==> config.mk <==
export PLATFORM = sky130hd
export DESIGN_NAME = crossbar_arbiter_flat
export DESIGN_NICKNAME = d
export VERILOG_FILES = /design/src/rtl/crossbar_pkg.sv /design/src/rtl/crossbar_arbiter_if.sv /design/src/rtl/axis_skid_2.sv /design/src/rtl/crossbar_arbiter.sv /design/src/flat_wrapper.sv
export SDC_FILE = /design/constraint.sdc
export NUM_CORES = 1
export LEC_CHECK = 0
export CAP_MARGIN = 10
export CORE_AREA = 2 2 275 277
export CTS_BUF_LIST = sky130_fd_sc_hd__clkbuf_16
export DETAILED_ROUTE_END_ITERATION = 7
export DIE_AREA = 0 0 277 279
export PLACE_DENSITY = 0.45
export SYNTH_ARGS = -nofsm -noshare
export SYNTH_HDL_FRONTEND = slang
export SYNTH_SLANG_ARGS = --single-unit
export TNS_END_PERCENT = 30
==> constraint.sdc <==
create_clock -name i_clk -period 3.9 [get_ports i_clk]
set_input_delay 0.39 -clock i_clk [delete_from_list [all_inputs] [get_ports i_clk]]
set_output_delay 0.39 -clock i_clk [all_outputs]
set_load 0.05 [all_outputs]
==> src/rtl/crossbar_pkg.sv <==
// Shared constants and types for the crossbar egress arbiter and crossbar points.
package crossbar_pkg;
  localparam int unsigned P_DATA_W    = 64;
  localparam int unsigned P_KEEP_W    = 8;
  localparam int unsigned P_MAX_PORTS = 8;
  localparam int unsigned P_IDX_W     = 3;

  localparam logic [P_KEEP_W-1:0] P_KEEP_DFLT = 8'hff;

  typedef enum logic [2:0] {
    ST_IDLE,
    ST_GRANT,
    ST_WAIT_DATA,
    ST_FORWARD,
    ST_DRAIN
  } arb_state_e;

  typedef logic [P_IDX_W-1:0] port_idx_t;
endpackage

==> src/rtl/crossbar_arbiter_if.sv <==
// Request/grant and AXI-Stream bundle between crossbar points, the egress arbiter and the egress port.
interface crossbar_arbiter_if #(
  parameter int unsigned P_PORTS = 8
);
  import crossbar_pkg::*;

  logic [P_PORTS-1:0]          i_trans_req;
  logic [P_PORTS-1:0]          o_trans_grant;
  logic [P_PORTS-1:0]          s_axis_tvalid;
  logic [P_DATA_W*P_PORTS-1:0] s_axis_tdata;
  logic [P_PORTS-1:0]          s_axis_tlast;
  logic [P_KEEP_W*P_PORTS-1:0] s_axis_tkeep;
  logic [P_PORTS-1:0]          s_axis_tuser;
  logic [P_PORTS-1:0]          s_axis_tready;
  logic                        m_axis_tvalid;
  logic [P_DATA_W-1:0]         m_axis_tdata;
  logic                        m_axis_tlast;
  logic [P_KEEP_W-1:0]         m_axis_tkeep;
  logic                        m_axis_tuser;
  logic                        m_axis_tready;
  logic                        o_timeout_err;
  logic                        o_busy;

  // Arbiter side
  modport master (
    input  i_trans_req, s_axis_tvalid, s_axis_tdata, s_axis_tlast, s_axis_tkeep, s_axis_tuser,
    input  m_axis_tready,
    output o_trans_grant, s_axis_tready, m_axis_tvalid, m_axis_tdata, m_axis_tlast,
    output m_axis_tkeep, m_axis_tuser, o_timeout_err, o_busy
  );

  // Crossbar points and egress sink side
  modport slave (
    output i_trans_req, s_axis_tvalid, s_axis_tdata, s_axis_tlast, s_axis_tkeep, s_axis_tuser,
    output m_axis_tready,
    input  o_trans_grant, s_axis_tready, m_axis_tvalid, m_axis_tdata, m_axis_tlast,
    input  m_axis_tkeep, m_axis_tuser, o_timeout_err, o_busy
  );
endinterface

==> src/rtl/axis_skid_2.sv <==
// Two-entry registered stream slice: output register plus one overflow register.
module axis_skid_2 #(
  parameter int unsigned      P_W   = 73,
  parameter logic [P_W-1:0]   P_RST = '0
) (
  input  logic           i_clk,
  input  logic           i_rst_n,
  input  logic           s_valid,
  input  logic [P_W-1:0] s_data,
  input  logic           s_last,
  output logic           o_full,
  output logic           o_busy,
  output logic           m_valid,
  output logic [P_W-1:0] m_data,
  output logic           m_last,
  input  logic           m_ready
);
  logic           sk_valid;
  logic [P_W-1:0] sk_data;
  logic           sk_last;
  logic           pop;

  assign pop    = m_valid & m_ready;
  assign o_full = sk_valid;
  assign o_busy = m_valid | sk_valid;

  // The overflow slot only fills while the output slot is held, so it drains first on pop.
  always_ff @(posedge i_clk or negedge i_rst_n) begin
    if (!i_rst_n) begin
      m_valid  <= 1'b0;
      m_data   <= P_RST;
      m_last   <= 1'b0;
      sk_valid <= 1'b0;
      sk_data  <= P_RST;
      sk_last  <= 1'b0;
    end else if (!m_valid || pop) begin
      if (sk_valid) begin
        m_valid  <= 1'b1;
        m_data   <= sk_data;
        m_last   <= sk_last;
        sk_valid <= 1'b0;
      end else if (s_valid) begin
        m_valid <= 1'b1;
        m_data  <= s_data;
        m_last  <= s_last;
      end else begin
        m_valid <= 1'b0;
      end
    end else if (s_valid) begin
      sk_valid <= 1'b1;
      sk_data  <= s_data;
      sk_last  <= s_last;
    end
  end
endmodule

==> src/rtl/crossbar_arbiter.sv <==
// Egress-port arbiter: round-robin grant over crossbar points, forwards one packet per grant.
module crossbar_arbiter
  import crossbar_pkg::*;
#(
  parameter int unsigned P_PORTS   = 8,
  parameter logic [15:0] P_TIMEOUT = 16'd64
) (
  input  logic                 i_clk,
  input  logic                 i_rst_n,
  crossbar_arbiter_if.master   bus
);
  localparam int unsigned P_PAY_W = P_DATA_W + P_KEEP_W + 1;

  arb_state_e   state, state_nxt;
  port_idx_t    sel, sel_nxt, ptr, ptr_nxt;
  logic [15:0]  cnt, cnt_nxt;
  logic [P_PORTS-1:0] grant, tready;
  logic         timeout, push;
  logic         sk_full, sk_busy;
  logic         sel_valid, sel_last;
  logic [P_PAY_W-1:0] s_pay, m_pay;

  function automatic port_idx_t rr_pick(input logic [P_PORTS-1:0] req, input port_idx_t p);
    port_idx_t   pick;
    port_idx_t   idx;
    logic        found;
    int unsigned tmp;
    pick  = '0;
    found = 1'b0;
    for (int unsigned i = 0; i < P_PORTS; i++) begin
      tmp = (32'(p) + i) % P_PORTS;
      idx = port_idx_t'(tmp);
      if (!found && req[idx]) begin
        pick  = idx;
        found = 1'b1;
      end
    end
    return pick;
  endfunction

  assign sel_valid = bus.s_axis_tvalid[sel];
  assign sel_last  = bus.s_axis_tlast[sel];
  assign s_pay     = {bus.s_axis_tuser[sel],
                      bus.s_axis_tkeep[32'(sel)*P_KEEP_W +: P_KEEP_W],
                      bus.s_axis_tdata[32'(sel)*P_DATA_W +: P_DATA_W]};

  always_ff @(posedge i_clk or negedge i_rst_n) begin
    if (!i_rst_n) begin
      state <= ST_IDLE;
      sel   <= '0;
      ptr   <= '0;
      cnt   <= '0;
    end else begin
      state <= state_nxt;
      sel   <= sel_nxt;
      ptr   <= ptr_nxt;
      cnt   <= cnt_nxt;
    end
  end

  always_comb begin
    state_nxt = state;
    sel_nxt   = sel;
    ptr_nxt   = ptr;
    cnt_nxt   = cnt;
    grant     = '0;
    tready    = '0;
    timeout   = 1'b0;
    push      = 1'b0;
    case (state)
      ST_IDLE: begin
        if (bus.i_trans_req != '0) begin
          sel_nxt   = rr_pick(bus.i_trans_req, ptr);
          state_nxt = ST_GRANT;
        end
      end
      ST_GRANT: begin
        grant[sel] = 1'b1;
        ptr_nxt    = (32'(sel) == P_PORTS - 1) ? '0 : sel + 1'b1;
        cnt_nxt    = '0;
        state_nxt  = ST_WAIT_DATA;
      end
      ST_WAIT_DATA: begin
        tready[sel] = !sk_full;
        if (sel_valid) begin
          push      = !sk_full;
          // A single-beat packet finishes here and goes straight to drain.
          state_nxt = (push && sel_last) ? ST_DRAIN : ST_FORWARD;
        end else if (cnt == P_TIMEOUT - 16'd1) begin
          timeout   = 1'b1;
          state_nxt = ST_IDLE;
        end else begin
          cnt_nxt = cnt + 16'd1;
        end
      end
      ST_FORWARD: begin
        tready[sel] = !sk_full;
        push        = sel_valid && !sk_full;
        if (push && sel_last) state_nxt = ST_DRAIN;
      end
      ST_DRAIN: begin
        if (!sk_busy) state_nxt = ST_IDLE;
      end
      default: state_nxt = ST_IDLE;
    endcase
  end

  axis_skid_2 #(
    .P_W   (P_PAY_W),
    .P_RST ({1'b0, P_KEEP_DFLT, {P_DATA_W{1'b0}}})
  ) u_skid (
    .i_clk   (i_clk),
    .i_rst_n (i_rst_n),
    .s_valid (push),
    .s_data  (s_pay),
    .s_last  (sel_last),
    .o_full  (sk_full),
    .o_busy  (sk_busy),
    .m_valid (bus.m_axis_tvalid),
    .m_data  (m_pay),
    .m_last  (bus.m_axis_tlast),
    .m_ready (bus.m_axis_tready)
  );

  assign bus.m_axis_tuser  = m_pay[P_PAY_W-1];
  assign bus.m_axis_tkeep  = m_pay[P_DATA_W +: P_KEEP_W];
  assign bus.m_axis_tdata  = m_pay[P_DATA_W-1:0];
  assign bus.o_trans_grant = grant;
  assign bus.s_axis_tready = tready;
  assign bus.o_timeout_err = timeout;
  assign bus.o_busy        = (state != ST_IDLE);
endmodule

==> src/flat_wrapper.sv <==
// flat-port wrapper written by rule: the top's interface ports become plain ports
module crossbar_arbiter_flat import crossbar_pkg::*;
#(
  parameter int unsigned P_PORTS   = 8,
  parameter logic [15:0] P_TIMEOUT = 16'd64
)
  (i_clk, i_rst_n, bus_i_trans_req, bus_s_axis_tvalid, bus_s_axis_tdata, bus_s_axis_tlast, bus_s_axis_tkeep, bus_s_axis_tuser, bus_m_axis_tready, bus_o_trans_grant, bus_s_axis_tready, bus_m_axis_tvalid, bus_m_axis_tdata, bus_m_axis_tlast, bus_m_axis_tkeep, bus_m_axis_tuser, bus_o_timeout_err, bus_o_busy);
  crossbar_arbiter_if #(.P_PORTS(P_PORTS)) bus_i ();
  input  logic i_clk;
  input  logic i_rst_n;
  input wire logic [$bits(bus_i.i_trans_req)-1:0] bus_i_trans_req;
  input wire logic [$bits(bus_i.s_axis_tvalid)-1:0] bus_s_axis_tvalid;
  input wire logic [$bits(bus_i.s_axis_tdata)-1:0] bus_s_axis_tdata;
  input wire logic [$bits(bus_i.s_axis_tlast)-1:0] bus_s_axis_tlast;
  input wire logic [$bits(bus_i.s_axis_tkeep)-1:0] bus_s_axis_tkeep;
  input wire logic [$bits(bus_i.s_axis_tuser)-1:0] bus_s_axis_tuser;
  input wire logic [$bits(bus_i.m_axis_tready)-1:0] bus_m_axis_tready;
  output wire logic [$bits(bus_i.o_trans_grant)-1:0] bus_o_trans_grant;
  output wire logic [$bits(bus_i.s_axis_tready)-1:0] bus_s_axis_tready;
  output wire logic [$bits(bus_i.m_axis_tvalid)-1:0] bus_m_axis_tvalid;
  output wire logic [$bits(bus_i.m_axis_tdata)-1:0] bus_m_axis_tdata;
  output wire logic [$bits(bus_i.m_axis_tlast)-1:0] bus_m_axis_tlast;
  output wire logic [$bits(bus_i.m_axis_tkeep)-1:0] bus_m_axis_tkeep;
  output wire logic [$bits(bus_i.m_axis_tuser)-1:0] bus_m_axis_tuser;
  output wire logic [$bits(bus_i.o_timeout_err)-1:0] bus_o_timeout_err;
  output wire logic [$bits(bus_i.o_busy)-1:0] bus_o_busy;
  assign bus_i.i_trans_req = bus_i_trans_req;
  assign bus_i.s_axis_tvalid = bus_s_axis_tvalid;
  assign bus_i.s_axis_tdata = bus_s_axis_tdata;
  assign bus_i.s_axis_tlast = bus_s_axis_tlast;
  assign bus_i.s_axis_tkeep = bus_s_axis_tkeep;
  assign bus_i.s_axis_tuser = bus_s_axis_tuser;
  assign bus_i.m_axis_tready = bus_m_axis_tready;
  assign bus_o_trans_grant = bus_i.o_trans_grant;
  assign bus_s_axis_tready = bus_i.s_axis_tready;
  assign bus_m_axis_tvalid = bus_i.m_axis_tvalid;
  assign bus_m_axis_tdata = bus_i.m_axis_tdata;
  assign bus_m_axis_tlast = bus_i.m_axis_tlast;
  assign bus_m_axis_tkeep = bus_i.m_axis_tkeep;
  assign bus_m_axis_tuser = bus_i.m_axis_tuser;
  assign bus_o_timeout_err = bus_i.o_timeout_err;
  assign bus_o_busy = bus_i.o_busy;
  crossbar_arbiter #(.P_PORTS(P_PORTS), .P_TIMEOUT(P_TIMEOUT)) u_core (.i_clk(i_clk), .i_rst_n(i_rst_n), .bus(bus_i));
endmodule
# Word-level counts from Yosys, hierarchy flattened
# Cells that the tools add are included.
# classes
n_eq_ne,12
reduce_logical,33
shift,2
mux,79
n_lt_le_gt_ge,10
bitwise,4
addsub,9
# op_table
operator,count
512-bit by 10-bit variable part select with 64-bit output,1
73-bit two-way mux,2
64-bit by 7-bit variable part select with 8-bit output,1
3-bit two-way mux,15
1-bit two-way mux,43
3-bit by 4-bit < comparator with 1-bit output (second input constant),9
1-bit binary-select mux with 3-bit select,11
16-bit two-way mux,2
16-bit case mux with 2 select lines,1
16-bit by 1-bit adder with 16-bit output (second input constant),1
16-bit by 6-bit == test with 1-bit output (second input constant),1
8-bit two-way mux,2
3-bit case mux with 5 select lines,1
3-bit adder (second input constant),4
1-bit logical AND,11
1-bit logical NOT,9
8-bit bitwise AND,1
8-bit nonzero test,1
3-bit by 1-bit adder with 3-bit output (second input constant),2
3-bit by 2-bit adder with 3-bit output (second input constant),2
3-bit by 2-bit == test with 1-bit output (second input constant),2
3-bit == test (second input constant),2
2-bit inequality test (second input constant),3
2-bit AND reduction,3
16 further kinds,19
# totals
input_bits,611
wordCells,159
regBits,175

# Longest topological paths before layout
# Gate-level depths: netlist (run 1).
# depth
ltp_word,38
ltp_mapped,12
depth_no_buf,9

# Modules after synthesis
# A second synthesis (run 1) with hierarchy kept.
# hier_totals
cells_unflattened,1130
area_unflattened_um2,12159.2
# by_module_without_submodules
module,area_each_um2,seq_area_each_um2,instances,cells_each
axis_skid_2,6718.9,3773.6,1,404
crossbar_arbiter,5440.2,625.6,1,726

# Worst setup path before layout (run 1)
# Ideal clock, no wire load.
# synth_path
path_kind,reg2reg
from,register u_core.ptr[1]
to,register u_core.sel[0]
t_arrival_ns,2.874
setup_ns,0.064
synth_period_minus_slack_ns,2.938
setup_slack_ns,0.962
stages_incl_launch_ff,12
cell_sequence,dfrtp_1 -> buf_2 -> inv_1 -> ha_1 -> buf_6 -> mux4_2 -> a21oi_2 -> a32o_2 -> nor2b_4 -> or4b_4 -> a211oi_2 -> a21o_1
# synth_between
elab_chain_cells,38
word_cells_on_any_way,66
cone_classes,7 x add/sub; 45 x mux; 14 x reduce/logical
# synth_rtl
item,line_no,source
"start, declared",crossbar_arbiter.sv:15,"port_idx_t sel, sel_nxt, ptr, ptr_nxt;"
"start signal, assigned",crossbar_arbiter.sv:56,ptr <= ptr_nxt;
1-bit binary-select mux with 3-bit select,crossbar_arbiter.sv:33,if (!found && req[idx]) begin
1-bit two-way mux (implied by the code),crossbar_arbiter.sv:33,
1-bit two-way mux,crossbar_arbiter.sv:33,
1-bit two-way mux,crossbar_arbiter.sv:72,if (bus.i_trans_req != '0) begin
1-bit two-way mux,crossbar_arbiter.sv:70,case (state)
1-bit logical NOT,crossbar_arbiter.sv:33,
1-bit logical AND,crossbar_arbiter.sv:33,
1-bit two-way mux,crossbar_arbiter.sv:33,
[... 22 more ...],-,
1-bit logical NOT,crossbar_arbiter.sv:33,
1-bit logical AND,crossbar_arbiter.sv:33,
1-bit two-way mux,crossbar_arbiter.sv:33,
1-bit two-way mux,crossbar_arbiter.sv:72,
1-bit two-way mux,crossbar_arbiter.sv:70,
1-bit logical NOT,crossbar_arbiter.sv:33,
1-bit logical AND,crossbar_arbiter.sv:33,
3-bit two-way mux *,crossbar_arbiter.sv:33,
"end signal, assigned",crossbar_arbiter.sv:55,sel <= sel_nxt;
"end, declared",crossbar_arbiter.sv:15,
# Mark *: on every way between the ends. The rest lies on a longest branch, timed or not. The select of a mux whose other input is x is not followed.
# A chain may end at the register's enable or synchronous reset.

# Worst setup path after layout (run 1)
# Same ends and word-level chain as after synthesis.

==> key figures, run 1 <==
Floorplanning
  – Die ar.: approximately 77000 µm²
  – DIE HEIGHT: between 200 and 300 µm
  – Num ports: between 700 and 800
  – Starting density of the core: roughly 16%
  – Num rows: 100
  – CORE AREA: between 70000 and 80000 µm²
  – Die Wd: about 280 µm

Critical path
  – CP max stage cell: dfrtp_1
  – Worst R2R End: u_core.sel[0]
  – Worst Path Max Fanout: 11
  – FF-to-FF setup slack: approximately 0.37 ns
  – Critical path type: reg2reg
  – Worst Setup Start Kind: register
  – Slowest cell delay on critical path: about 0.63 ns
  – R2r startpoint: u_core.ptr[1]
  – Crit. End Element: register
  – WP data arrival: between 3 and 4 ns
  – Cell Chain, Critical Path: inv_1 > ha_1 > mux4_2 > a21oi_2 > a32o_2 > nor2b_4 > or4b_4 > a211oi_2 > a21o_1
  – Reg2Reg Depth: 9
  – CP Data Required Time: approximately 4.3 ns

Placement
  – Post-placement cell area: 19900 µm²
  – # port buffers: between 700 and 800
  – DPL Wire Length: a little under 60000 µm
  – GP Congestion: approximately 0.88

GRT
  – Antenna violations before repair: 26
  – GRT Total Usage: 18.6%
  – Vias in the first global route: roughly 14000
  – First-pass GRT wire length: about 100000 µm
  – GR Overflow Total: 0
  – Pin count of the biggest net entering global routing: just over 90

Power
  – Maximum VDD drop: roughly 0.0004 V
  – Pwr Total: approximately 0.015 W
  – Pwr dens: between 700 and 800 nW/µm²
  – Leak: between 7 and 8 nW

Drt
  – Met2 WL: about 36000 µm
  – Top layer in use: met5
  – Vias: approximately 13000
  – Pre-antenna DRT Iters: 6
  – Routed vias/inst: 4.63
  – Routed wire length: around 74000 µm
  – Avg WL per Cell: between 20 and 30 µm
  – Met3 Wirelength: roughly 6000 µm
  – Met1 wire length: 30600 µm
  – DRT antenna net count: 0
  – DRC Markers: 0
  – Iteration-0 DRC Markers: between 800 and 900

Timing
  – Final TNS setup: 0 ns
  – Fin. max-slew vios: 0
  – Actual slew at the worst max-slew pin: about 1.0 ns
  – Max-slew headroom: 30.8%
  – Final Cycle Share: around nine tenths
  – RSZ-0062 raised after global routing: no
  – Post-route minimum period: between 3 and 4 ns
  – Hold Vio Cnt, Final: 0
  – Clock skew: 0.0143 ns
  – Finish-stage setup viols: 0
  – Max frequency: between 200 and 300 MHz

CTS
  – H-tree Lvls: 4
  – CTS Buffer Depth: 2
  – Root buffer cell: clkbuf_16
  – Clock-pin slew on the worst setup and hold paths: roughly 0.08 ns
  – CTS buffer count: 17
  – CTS tree: yes
  – Worst-Skew Late Latency: 0.49 ns
  – CTS sink cnt: around 180

Run status
  – Status: finished, final reports clean

Synthesis
  – Xor/xnor share of the synthesized area: 0.833%
  – Post-synth cell types: 57
  – Part of the Yosys area used for sequential elements: between 30% and 40%
  – Synth Register Bits: between 150 and 200
  – Mux share of post-synthesis cell area: 18.5%
  – Syn_area_per_cell: 9.60 µm²
  – Most frequent cell after synthesis: a22oi_1
  – Compound-Gate Fraction of Synth Area: between 20% and 30%
  – Synth Flop Type: dfrtp_1
  – Main combinational cell family by area after synthesis: compound AO/OA/AOI/OAI gates
  – Largest cells by area after synthesis: dfrtp_1, a22oi_1, mux2_2, mux2i_1, nand4_1
  – Syn nets: about 1800
  – Synth warn: 0
  – Post-Synth Simple-Gate Area: between 10 and 15%
  – Synth area leader: dfrtp_1
  – Cell Area, Synth: about 12000 µm²
  – Number of enable flip-flop cells after synthesis: 0
  – Commonest cells post-synth: a22oi_1, dfrtp_1, nand2_1
  – Fraction of registers with async set or reset after synthesis: 100%
  – Synthesized instance count: roughly 1200
  – Yosys top cell area share: 34.4%
  – Fraction of the mapped netlist area in adder cells: less than 1%

Layout
  – Area of the multi-input gates: around 6700 µm²
  – Register area: 4400 µm²
  – # nets final: ~2500
  – Final Cell Area: just over 20000 µm²
  – Area delta synth->final: 77.7%
  – Fill cell count: slightly below 8000
  – Layout cells sized above 1: approximately 11%

Hold path
  – Hold WC Path Type: in2async

Job
  – Max cap viols: 0
## final cells by class
| cell class | count | share of cell area, % |
|---|---|---|
| Tap cell | 969 | 5.90 |
| Antenna cell | 14 | 0.171 |
| Clock inverter | 15 | 0.889 |
| Inverter | 6 | 0.110 |
| Timing Repair Buffer | 743 | 36.8 |
| Multi-Input combinational cell | 911 | 32.6 |
| Clock buffer | 17 | 2.07 |
| Sequential cell | 175 | 21.4 |
## layer usage
layer / vias to the layer above / GRT usage, %
met2: 602 / 30.7
met4: 8 / 6.58
met5: - / 0
met1: 6500 / 22.6
li1: 6013 / -
met3: 64 / 6.11
## per-stage QoR
| step | setup WS, ns | instances | util, % | hold WS [ns] |
|---|---|---|---|---|
| 6_report | 0.368 | 2850 | 27.7 | 0.444 |
| 5_1_grt | 0.157 | 2847 | 27.7 | 0.475 |
| 4_1_cts | 0.350 | 2836 | 27.7 | 0.407 |
| 3_5_place_dp | 0.350 | 2803 | 26.9 | 0.392 |
| 3_3_place_gp | 0.481 | 2803 | 26.9 | 0.385 |
| 2_1_floorplan | 0.962 | 1205 | - | 0.0944 |
## state kept, by name, indices dropped and copies added (netlist names)
name,flops
u_core.cnt,16
u_core.ptr,3
u_core.sel,3
u_core.state,3
u_core.u_skid.m_data,73
u_core.u_skid.m_last,1
u_core.u_skid.m_valid,1
u_core.u_skid.o_full,1
u_core.u_skid.sk_data,73
u_core.u_skid.sk_last,1
## layout by cell type (no fill, tap or decap), drive strengths merged, types with 2 or more instances in the layout
cell type / n
nand2b: 7
dfrtp: 159
inv: 13
ha: 5
and3: 6
nand3: 15
xor2: 5
a21boi: 2
mux2i: 90
o22ai: 2
dfstp: 16
buf: 39
clkdlybuf4s50: 702
nor2b: 7
or3: 9
mux2: 81
nor2: 38
o31ai: 3
nand4: 77
nand2: 106
a21oi: 13
clkinv: 5
a22oi: 294
xnor2: 6
a211oi: 2
and2: 7
o21ai: 86
nor4: 4
mux4: 13
o211ai: 2
bufinv: 3
clkbuf: 18
a31oi: 2
diode: 14
nor3: 15
## worst max-delay path, delay by kind of cell (launching register included)
| family | cells | cell delay, ns |
|---|---|---|
| multiplexers | 1 | 0.60 |
| AND/OR/NAND/NOR | 2 | 0.69 |
| buffers and inverters | 1 | 0.21 |
| flip-flops | 1 | 0.63 |
| adder cells (fa/ha/maj) | 1 | 0.58 |
| AO/OA/AOI/OAI | 4 | 0.74 |
## repair_timing
item                                    CTS  global route
endpoints found under the setup margin    0             0
endpoints found under the hold margin    49             0
hold buffers                              1             0
setup buffers                             0             0
gates resized for setup                   0             0
## how the worst max path moves through the flow
stage	startpoint	end	cells after the start	slack, ns
2_1_floorplan	u_core.ptr[1]	u_core.sel[0]	11	0.96
3_3_place_gp	u_core.ptr[1]	u_core.sel[0]	9	0.48
3_5_place_dp	u_core.ptr[1]	u_core.sel[0]	9	0.35
4_1_cts	u_core.ptr[1]	u_core.sel[0]	9	0.35
5_1_grt	u_core.ptr[1]	u_core.sel[0]	9	0.16
6_report	u_core.ptr[1]	u_core.sel[0]	9	0.37
## cells by family after synthesis
kind of cell             Yosys count
AO/OA/AOI/OAI                    413
AND/OR/NAND/NOR                  298
multiplexers                     184
flip-flops                       175
buffers and inverters            119
XOR/XNOR                          11
adder cells (fa/ha/maj)            5
## where the power goes
part           switching, W  internal [W]  total [W]  leakage (nW)
logic               0.00582       0.00376    0.00958          4.98
clock network      0.000829       0.00102    0.00185         0.302
registers          0.000563       0.00267    0.00323          2.18
Power figures use the tool's default switching activity.
==> run 2, diff against run 1 <==
Settings changed: HOLD_SLACK_MARGIN set to 0.06.
==> results of run 2 <==
No change in the layout: final DEF, timing and power equal those of run 1.
==> run 3, diff against run 2 <==
Settings changed: CORE_AREA 2 2 275 277 to 2 2 277 279, DIE_AREA 0 0 277 279 to 0 0 279 281, DONT_BUFFER_PORTS set to 1, PLACE_DENSITY 0.45 to 0.33.
==> run 3 against run 2 <==
Final cell count fell by 24%; flip-flop and latch count did not move; sequential share of layout area rose by 11 points; clock skew rose by 0.0051 ns; the flow now finishes with violations (negative hold slack); power fell by 11%; routed wire length fell by 13%.
==> key figures, run 3 (synthesis gave the netlist of run 1 again) <==
Layout
  – Area delta synth->final: 16.0%
  – Fill cell count: 8344
  – Post-layout util: between 10% and 20%
  – Regs by FF count: u_core.u_skid.m_data: 73 flops, u_core.u_skid.sk_data: 73 flops, u_core.cnt: 16 flops
  – Register area: around 4400 µm²
  – Non-Filler Instances: about 2200
  – Layout cells sized above 1: around 17%
  – Area of the multi-input gates: between 6000 and 7000 µm²
  – # nets final: approximately 1800
  – Commonest non-fill, non-tap cell in the layout: a22oi_1
  – Most frequent cells in the layout: a22oi_1, dfrtp_1, nand2_1
  – Final Cell Area: about 13000 µm²

Placement
  – GP Congestion: about 0.87
  – Placed Cells: 2110
  – DPL Wire Length: around 50000 µm
  – Post-placement cell area: about 13000 µm²
  – # port buffers: 0

Critical path
  – Critical path type: reg2reg
  – CP max stage cell: dfrtp_1
  – CP Data Required Time: ~4.3 ns
  – Crit. End Element: register
  – WP data arrival: between 3 and 4 ns
  – Cell Chain, Critical Path: inv_1 > ha_1 > buf_4 > mux2_4 > or3_1 > nand3_1 > o31ai_1 > or4b_4 > a211oi_2 > a21o_1
  – Slowest cell delay on critical path: 0.62 ns
  – Worst Path Max Fanout: 14
  – Worst Setup Start Kind: register

Timing
  – Post-route minimum period: about 3.3 ns
  – Max-slew headroom: between 20% and 30%
  – Finish-stage setup viols: 0
  – RSZ-0062 raised after global routing: no
  – Fin. max-slew vios: 0
  – Hold Vio Cnt, Final: approximately 180
  – Actual slew at the worst max-slew pin: about 1.1 ns
  – Final Cycle Share: 84.6%
  – Clock skew: approximately 0.019 ns
  – Hold_ws: -0.411 ns
  – Final TNS setup: 0 ns
  – Max frequency: around 300 MHz

Power
  – Internal power: just over 0.006 W
  – Pwr dens: around 970 nW/µm²
  – Leak: ~4.7 nW
  – Pwr Total: about 0.013 W
  – Clk network pwr share: between 10% and 20%
  – Sequential Power Share: 35.1%
  – Switching share of total power: a little over half
  – Comb pwr share: between 50% and 60%
  – Maximum VDD drop: 0.000315 V
  – P_sw: 0.00692 W

GRT
  – First-pass GRT wire length: around 84000 µm
  – Pin count of the biggest net entering global routing: 176
  – GRT Total Usage: approximately 16%
  – GR Overflow Total: 0
  – Antenna violations before repair: 29
  – Vias in the first global route: 10200

CTS
  – H-tree Lvls: 4
  – CTS buffer count: 17
  – Root buffer cell: clkbuf_16
  – CTS sink cnt: 175
  – Post_cts resized: 0
  – Worst-Skew Late Latency: 0.49 ns
  – Clock-pin slew on the worst setup and hold paths: roughly 0.080 ns
  – Setup bufs post-CTS: 0
  – CTS tree: yes
  – CTS Buffer Depth: 2

Drt
  – Iteration-0 DRC Markers: 1013
  – Routed wire length: around 64000 µm
  – Pre-antenna DRT Iters: 6
  – Vias: 10900
  – DRT antenna net count: 0
  – Routed vias/inst: just over 5
  – DRC Markers: 0
  – Avg WL per Cell: 29.8 µm

Floorplanning
  – Die ar.: 78400 µm²
  – Die Wd: 279 µm
  – Num ports: between 700 and 800
  – CORE AREA: approximately 75000 µm²
  – DIE HEIGHT: around 280 µm
  – Num rows: between 100 and 150
  – Starting density of the core: between 10% and 20%

Hold path
  – Hold WC Path Type: in2async

Job
  – Max cap viols: 0

Run status
  – Failing checks: negative hold slack
  – Status: complete, but fails checks
[run 3: critical path, delay by kind of cell, from the launching register on]
kind            cells  cell delay (ns)
simple gates        3             0.99
flops               1             0.62
buf+inv             2             0.48
compound gates      3             0.41
fa+ha+maj           1             0.41
mux                 1             0.33
[run 3: final cells by class]
class / instances / share of cell area [%]
clock inverters: 15 / 1.40
diodes: 17 / 0.317
repair buffers: 40 / 2.99
well taps: 978 / 9.12
flip-flops and latches: 175 / 32.8
inverters: 6 / 0.168
multi-input cells: 911 / 50.0
clock buffers: 17 / 3.17
[run 3: per-layer routing]
| metal | wire length (µm) | global-route usage (%) | vias up |
|---|---|---|---|
| met5 | 59 | 0 | - |
| met3 | 6210 | 6.09 | 119 |
| met2 | 30400 | 25.0 | 705 |
| met4 | 1680 | 5.25 | 10 |
| li1 | - | - | 4624 |
| met1 | 26000 | 19.0 | 5443 |
[run 3: power by group through the flow]
stage | Sequential [W] | Clock [W] | Combinational, W
final | 0.00458 | 0.00189 | 0.00659
after global routing | 0.00472 | 0.00207 | 0.00726
after CTS | 0.00464 | 0.00201 | 0.00667
after detailed placement | 0.00467 | 0 | 0.00666
after global placement | 0.00466 | 0 | 0.00653
after floorplan | 0.00421 | 0 | 0.00486
[run 3: worst paths after layout]
check | start | end | slack, ns | depth (start not counted)
max | u_core.ptr[1] | u_core.sel[0] | 0.60 | 10
min | i_rst_n | u_core.u_skid.m_data[63] | -0.41 | 0
max reg2reg | u_core.ptr[1] | u_core.sel[0] | 0.60 | 10
min reg2reg | u_core.u_skid.sk_data[27] | u_core.u_skid.sk_data[27] | 0.51 | 1
max in group asynchronous | i_rst_n | u_core.u_skid.sk_data[7] | 3.88 | 0
min in group i_clk | bus_s_axis_tdata[504] | u_core.u_skid.sk_data[56] | 0.21 | 3
[run 3: per-stage QoR]
stage | setup WS [ns] | hold slack (ns)
global placement | 0.698 | 0.102
floorplan | 0.962 | 0.0944
finish | 0.602 | -0.411
CTS | 0.610 | -0.463
global route | 0.402 | -0.466
detailed placement | 0.607 | 0.102
